[config.mk]
export PLATFORM = sky130hd
export DESIGN_NAME = dp_seq_ctrl
export DESIGN_NICKNAME = d
export VERILOG_FILES = /design/src/rtl/dp_seq_ctrl.sv
export SDC_FILE = /design/constraint.sdc
export NUM_CORES = 1
export LEC_CHECK = 0
export CORE_ASPECT_RATIO = 1.5
export CORE_MARGIN = 2
export CORE_UTILIZATION = 45
export CTS_BUF_LIST = sky130_fd_sc_hd__clkbuf_8
export CTS_CLUSTER_DIAMETER = 60
export DETAILED_ROUTE_END_ITERATION = 10
export HOLD_SLACK_MARGIN = 0.02
export PLACE_DENSITY = 0.68
export SETUP_SLACK_MARGIN = 0.2
export SLEW_MARGIN = 10
export SYNTH_ARGS = -nofsm -noshare
export SYNTH_HDL_FRONTEND = slang
export SYNTH_SLANG_ARGS = --single-unit
[constraint.sdc]
create_clock -name i_clk -period 2.36 [get_ports i_clk]
set_input_delay 0.708 -clock i_clk [delete_from_list [all_inputs] [get_ports i_clk]]
set_output_delay 0.708 -clock i_clk [all_outputs]
set_load 0.02 [all_outputs]
[src/rtl/dp_seq_ctrl.sv]
// Dot-product sequencer: streams (unsigned a, signed b) pairs through one
// registered 9x8 signed multiplier and accumulates into a 32-bit signed sum.
//
// state | meaning
// IDLE  | waiting for a start command
// RUN   | accepting element pairs until the count reaches zero
// DRAIN | one cycle for the final registered product to reach the sum
// DONE  | result held on the output until the consumer takes it
module dp_seq_ctrl #(
  parameter int LEN_W = 10
) (
  input  logic             i_clk,
  input  logic             i_rst,
  input  logic             i_start,
  input  logic [LEN_W-1:0] i_len,
  output logic             o_busy,
  input  logic             i_in_valid,
  output logic             o_in_ready,
  input  logic [7:0]       i_in_a,
  input  logic [7:0]       i_in_b,
  output logic             o_out_valid,
  input  logic             i_out_ready,
  output logic [31:0]      o_out_res
);

  localparam logic [1:0] S_IDLE  = 2'd0;
  localparam logic [1:0] S_RUN   = 2'd1;
  localparam logic [1:0] S_DRAIN = 2'd2;
  localparam logic [1:0] S_DONE  = 2'd3;

  logic [1:0]        r_state;
  logic [LEN_W-1:0]  r_remaining;
  logic signed [31:0] r_acc;
  logic signed [16:0] r_prod;
  logic              r_p_vld;

  logic              w_in_hs;
  logic              w_cmd;
  logic signed [16:0] w_prod;
  logic signed [31:0] w_prod_ext;

  assign w_in_hs    = i_in_valid && (r_state == S_RUN);
  assign w_cmd      = i_start && (r_state == S_IDLE);
  assign w_prod     = $signed({1'b0, i_in_a}) * $signed(i_in_b);
  assign w_prod_ext = {{15{r_prod[16]}}, r_prod};

  always_ff @(posedge i_clk or posedge i_rst) begin
    if (i_rst) begin
      r_state     <= S_IDLE;
      r_remaining <= '0;
      r_acc       <= '0;
      r_prod      <= '0;
      r_p_vld     <= 1'b0;
    end else begin
      // p_vld is a one-cycle marker that the product register holds fresh data
      r_p_vld <= w_in_hs;
      if (w_in_hs) begin
        r_prod      <= w_prod;
        r_remaining <= r_remaining - 1'b1;
      end
      if (w_cmd) begin
        r_acc <= '0;
      end else if (r_p_vld) begin
        r_acc <= r_acc + w_prod_ext;
      end
      case (r_state)
        S_IDLE: begin
          if (i_start) begin
            r_remaining <= i_len;
            r_state     <= (i_len == '0) ? S_DONE : S_RUN;
          end
        end
        S_RUN: begin
          if (w_in_hs && (r_remaining == LEN_W'(1))) begin
            r_state <= S_DRAIN;
          end
        end
        S_DRAIN: r_state <= S_DONE;
        S_DONE: begin
          if (i_out_ready) begin
            r_state <= S_IDLE;
          end
        end
        default: r_state <= S_IDLE;
      endcase
    end
  end

  assign o_busy      = (r_state != S_IDLE);
  assign o_in_ready  = (r_state == S_RUN);
  assign o_out_valid = (r_state == S_DONE);
  // The sum is left untouched after DONE, so it doubles as the held result
  assign o_out_res   = r_acc;

endmodule

==> qor.txt <==
=====================================================================================
Clock share of power                                                             9.1%
Arrival @ worst endpoint                                                      4460 ps
Maximum number of pins on one net before global-route repair                       63
Outcome                                                                  finished with violations
Number of library cell types mapped by synthesis                                   58
Leading cell types in the layout, fill and taps excluded                 sky130_fd_sc_hd__buf_4 (124), sky130_fd_sc_hd__nand2_1 (69), sky130_fd_sc_hd__inv_1 (69), sky130_fd_sc_hd__dfrtp_1 (58)
F_max                                                                         237 MHz
Post-synthesis mux area share                                                   3.62%
Max rail drop VDD                                                          0.000502 V
Pins over their slew limit                                                          0
Prevailing post-synth register cell                                      sky130_fd_sc_hd__dfrtp_1
Core area                                                                 14100 sq um
Global-route wire length before repair                                       27900 um
Layout-stage area growth over the synthesis result                              47.4%
Top cell by count, worst path                                            sky130_fd_sc_hd__fa_1
Congestion Overflow GR                                                              0
Final GP Congestion                                                             0.932
Number of buffers inserted during clock tree synthesis                              9
Maximum buffer depth of the clock tree                                              2
Largest delay share family, worst path                                    adder cells
Highest net fanout along the worst path                                             8
Number of cells traversed by the worst register-to-register path                   15
Type of destination of the critical path                                     register
Kind of start point of the critical path                                    input pin
Final Cycle Share                                                                179%
CP peak stage delay                                                            560 ps
Worst Path Class, Setup                                                        in2reg
Worst Setup Slack post-DPL                                                   -2780 ps
Synth Area in Simple Gates                                                      18.2%
Synthesized area divided by synthesized cell count                         8.63 sq um
Routed vias                                                                      6072
Final worst slack                                                            -1870 ps
Count of routing violations after the opening detailed-route iteration            228
Sequential group share of total power                                           17.3%
Internal cell power                                                         0.00634 W
Net count after synthesis                                                         899
RSZ-0062 raised after global routing                                             true
1st-pass router iterations                                                          4
Adder and majority cell fraction of the synthesized area                        27.4%
Number of antenna diodes                                                            0
Worst Hold Depth                                                                    2
Die area                                                                  15400 sq um
Switching Fraction                                                              44.2%
Required time at the worst-slack endpoint                                     2590 ps
Sequential share of the synthesized area                                        24.0%
Clock root buffer                                                        sky130_fd_sc_hd__clkbuf_8
Number of setup violations in the final report                                     23
NetSw                                                                       0.00502 W
Cell area after placement                                                  8470 sq um
HPWL after detailed placement                                                13300 um
Total Power                                                                  0.0114 W
Critical path depth                                                                19
Crit path buf inv count                                                             4
Overall die height                                                             151 um
Clock sink count                                                                   62
Maximum Capacitance Violations                                                      0
CTS tree                                                                        built
Gate count of the mapped netlist                                                  749
H-tree depth                                                                        3
Cell with the largest stage delay on the worst path                      sky130_fd_sc_hd__fa_1
Clock transition at the registers of the reported paths                         70 ps
Complex-gate fraction of the synthesized area                                   15.6%
Worst path cell trace                                                    buf_4 > and2_4 > fa_1 > ha_1 > inv_2 > fa_1 > fa_1 > inv_2 > ha_4 > nor2b_4 > o21ai_4 > a21oi_4 > o21ai_2 > a21boi_2 > buf_4 > o21a_1 > o21a_1 > o21ai_1 > a21oi_1
Largest family of logic cells by synthesized area                         adder cells
Cell Rows                                                                          53
I/O pin cnt                                                                        66
Input/output buffers                                                               65
Leakage power of the design                                                   4.55 nW
Final setup skew                                                              10.4 ps
Count of yosys warnings during synthesis                                            0
Combined area of all synthesized cells                                     6460 sq um
Relative max-transition margin                                                  75.6%
Comb pwr share                                                                  73.6%
Horiz. Die Dim                                                                 102 um
Final design area excluding fillers                                        9530 sq um
Leading cell type in the layout, fill and taps excluded                  sky130_fd_sc_hd__buf_4
Post-route minimum period                                                     4230 ps
DRC errors left                                                                     0
Hold Violations, Final                                                              0
Initial core utilization                                                        46.0%
Insertion delay to the later sink of the worst-skew pair                       350 ps
Antenna Nets Post-Route                                                             0
Power density cells                                                      1190 nW/um^2
Number of enable flip-flop cells after synthesis                                    0
Violated checks                                                          negative setup slack
Async set-or-reset flop fraction in the synthesized netlist                      100%
Fraction of layout instances using a drive strength above 1                     35.3%
Vias in the first global route                                                   6301
Final-stage net count                                                            1100
Average detailed-routed wire length per instance                              15.3 um
Final Routed Wirelength                                                      17500 um
Worst hold path class                                                         reg2reg
Least-Margin Pin Slew                                                          363 ps
Final core utilization                                                          67.8%
Fraction of synthesized cell area in xor and xnor cells                         4.74%
Number of synthesized register bits                                                62
Total routing resource utilization after global routing                         22.7%
Detail-routed via count per cell                                                 5.29
Number of antenna violations at the first check in global routing                   0
=====================================================================================
[logic make-up (layout without fill, tap and decap cells)]
group | Yosys count | count (layout)
DFF | 62 | 62
adders and majority gates | 119 | 119
and+or+nand+nor | 239 | 239
xor gates and xnor gates | 35 | 35
AOI/OAI and AO/OA | 161 | 161
buffers and inverters | 110 | 316
muxes | 23 | 23
[cells in the mapped netlist (3+ instances only)]
master	count	area, sq um
sky130_fd_sc_hd__inv_1	89	334
sky130_fd_sc_hd__ha_1	81	1010
sky130_fd_sc_hd__nand2_1	77	289
sky130_fd_sc_hd__dfrtp_1	62	1550
sky130_fd_sc_hd__nor2_1	53	199
sky130_fd_sc_hd__o21ai_0	51	255
sky130_fd_sc_hd__a21oi_1	44	220
sky130_fd_sc_hd__and2_1	42	263
sky130_fd_sc_hd__fa_1	38	761
sky130_fd_sc_hd__xnor2_1	24	210
sky130_fd_sc_hd__mux2i_1	20	200
sky130_fd_sc_hd__clkbuf_1	17	63.8
sky130_fd_sc_hd__nand3_1	16	80.1
sky130_fd_sc_hd__a21o_1	12	90.1
sky130_fd_sc_hd__xor2_1	11	96.3
sky130_fd_sc_hd__nor3_1	8	40.0
sky130_fd_sc_hd__a211oi_1	6	45.0
sky130_fd_sc_hd__a31oi_1	6	37.5
sky130_fd_sc_hd__nand2b_1	6	37.5
sky130_fd_sc_hd__nor4_1	6	37.5
sky130_fd_sc_hd__and3_1	5	31.3
sky130_fd_sc_hd__nor2b_1	5	31.3
sky130_fd_sc_hd__o21a_1	5	37.5
sky130_fd_sc_hd__a21boi_0	4	30.0
sky130_fd_sc_hd__nand4_1	4	25.0
sky130_fd_sc_hd__nand4b_1	4	35.0
sky130_fd_sc_hd__o31ai_1	4	30.0
sky130_fd_sc_hd__a21oi_2	3	26.3
sky130_fd_sc_hd__buf_1	3	11.3
sky130_fd_sc_hd__mux2_2	3	33.8
sky130_fd_sc_hd__nand3b_1	3	22.5
sky130_fd_sc_hd__o211ai_1	3	22.5
sky130_fd_sc_hd__o21bai_1	3	22.5
[tightest hold or removal path, delay by kind of cell, from the launching register on]
family          cells  cell delay [ps]
compound gates      1               60
flops               1              350
simple gates        1               50
[power by group through the flow]
stage	clock [W]	sequential, W	combinational [W]
global placement	0	0.00193	0.00677
finish	0.00103	0.00196	0.00837
floorplan	0	0.00214	0.00406
CTS	0.00105	0.00194	0.00759
global route	0.00109	0.00201	0.00917
detailed placement	0	0.00195	0.00698
[cell type report]
type / instances / area (sq um)
Clock buffer: 9 / 124
Timing Repair Buffer: 210 / 1870
Multi-Input combinational cell: 577 / 5310
Sequential cell: 62 / 1560
Inverter: 90 / 348
Clock inverter: 7 / 90.1
Tap cell: 192 / 240
Fill cell: 1113 / 4530
[metal layers]
| metal | GRT usage, % | vias up | part of all wire [%] |
|---|---|---|---|
| li1 | - | 2958 | - |
| met4 | 9.13 | 0 | 2.4 |
| met3 | 2.54 | 33 | 2.8 |
| met5 | 0 | - | 0 |
| met1 | 24.9 | 2961 | 39 |
| met2 | 43.3 | 120 | 56 |
[flip-flops by register name, summed over array words and instances, names as in the netlist]
signal,cells
r_remaining,10
r_state,2
o_out_res,32
r_p_vld,1
r_prod,17
[final timing paths]
kind	slack, ps	start	endpoint
max	-1870	i_in_b[2]	r_prod[14]
min	500	r_prod[15]	r_prod[15]
max reg2reg	-280	r_prod[0]	o_out_res[20]
min reg2reg	500	r_prod[15]	r_prod[15]
max in group asynchronous	1250	i_rst	o_out_res[0]
min in group asynchronous	760	i_rst	o_out_res[25]
[what timing repair did]
item,in CTS,in global routing
endpoints found under the hold margin,0,0
pin swaps,58,64
setup buffers,17,14
setup endpoints to repair,46,45
resized for setup,174,94
hold buffers,0,0
[stage by stage]
step	setup TNS, ps	hold slack, ps	instances
4_1_cts	-20050	501	1133
6_report	-20960	498	1147
2_1_floorplan	-18490	453	749
3_3_place_gp	-30830	479	1100
3_5_place_dp	-32070	480	1100
5_1_grt	-23900	520	1147
(Power assumes the default switching activity.)
==> RTL edit, RTL diff (config.mk and constraints unchanged) <==
`LEN_W`: 10 -> 8.
--- a/src/rtl/dp_seq_ctrl.sv
+++ b/src/rtl/dp_seq_ctrl.sv
@@ -9,3 +9,3 @@
 module dp_seq_ctrl #(
-  parameter int LEN_W = 10
+  parameter int LEN_W = 8
 ) (
Ports: changed (resized i_len); port bits go from 66 to 64. The function was not compared with the original's and may differ.
==> RTL edit against the original RTL <==
- the run still ends with negative setup slack left
- core utilization is 1.9 points higher
- register-to-register slack lost 0.30 ns
- sequential cell count is 2 lower
- cell area increased by 1.8%
- worst setup slack worse by 0.17 ns
- routed wire length increased by 7.0%
- synthesized area shrank 1.4%
- total power is 8.4% higher
- critical path type unchanged
- critical endpoint is now r_prod[16]
- largest cell class unchanged
==> RTL edit: results (changes against the original RTL) <==
[grt]
grt_pass1_wl_um = 29900  ; +7.1%
grt_pass1_vias = 6558  ; +4.1%
met3_usage_pct = 3.50  ; +0.96 points
gr-usage-met1_pct = 26.3  ; +1.4 points

[place]
io_buffers = 63  ; -3.1%
dpl_cell_area_mm2 = 0.00853  ; +0.77%
dp_slack_ns = -2.93  ; -0.155 ns
place_congestion = 0.925  ; -0.80%

[yosys]
synth_compound_area_share_pct = 16.1  ; +0.41 points
synth_fa_ha_area_share_pct = 27.8  ; +0.38 points
syn_nets = 883  ; -1.8%
ys_top_cells_by_count = inv_1 (83), ha_1 (81), nand2_1 (70)

[sta]
fin_worst_skew_ns = 0.00833  ; -0.00211 ns
final-setup-viol-count = 39  ; +70%
fin_ws_ns = -2.04  ; -0.173 ns
fin_tns_setup_ns = -28.58  ; -7.62 ns

[min_path]
hp-start = r_prod[5]
holdPathEnd = r_prod[5]

[setup_path]
reg2regPathDepth = 12  ; -3
crit_end = r_prod[16]
crit_fanout = 3  ; -5
cp-startpoint = i_in_b[7]

[power_and_ir_drop]
p_int_mw = 6.87  ; +8.5%
netSwitchingFraction_pct = 44.2  ; about the same
p_comb_mw = 9.22  ; +10%
p_seq_share_pct = 15.6  ; -1.7 points

[routing]
drtIter0Drc = 199  ; -13%
vias = 6191  ; +2.0%

[finish]
drive_gt1_share_pct = 36.4  ; +1.1 points

[run_status]
outcome = finished with violations
violations = negative setup slack

## RTL edit: repair_timing
| item | CTS | global route |
|---|---|---|
| endpoints found under the setup margin | 56 | 51 |
| hold endpoints to repair | 0 | 0 |
| gates resized for setup | 203 | 54 |
| gates cloned | 0 | 0 |
| pin swaps | 67 | 40 |
| buffers inserted | 28 | 13 |
## RTL edit: stage by stage
step           utilization [%]  instances  hold WS (ns)
6_report                  69.7       1141         0.526
2_1_floorplan                -        735         0.454
3_3_place_gp              61.3       1084         0.485
5_1_grt                   69.7       1141         0.552
4_1_cts                   67.5       1128         0.519
3_5_place_dp              61.3       1084         0.503
## RTL edit: cell type report
cell class	instances	area, µm²
Tap cell	165	206
Clock inverter	7	124
Fill cell	1052	4220
Inverter	83	319
Sequential cell	60	1510
Clock buffer	9	124
Timing Repair Buffer	243	2140
Multi-Input combinational cell	574	5290
## RTL edit: per-layer routing
layer,share of wire [%],wire length (µm)
met4,3.2,605
met1,38,7040
met5,0,0
met2,57,10600
met3,2.5,469
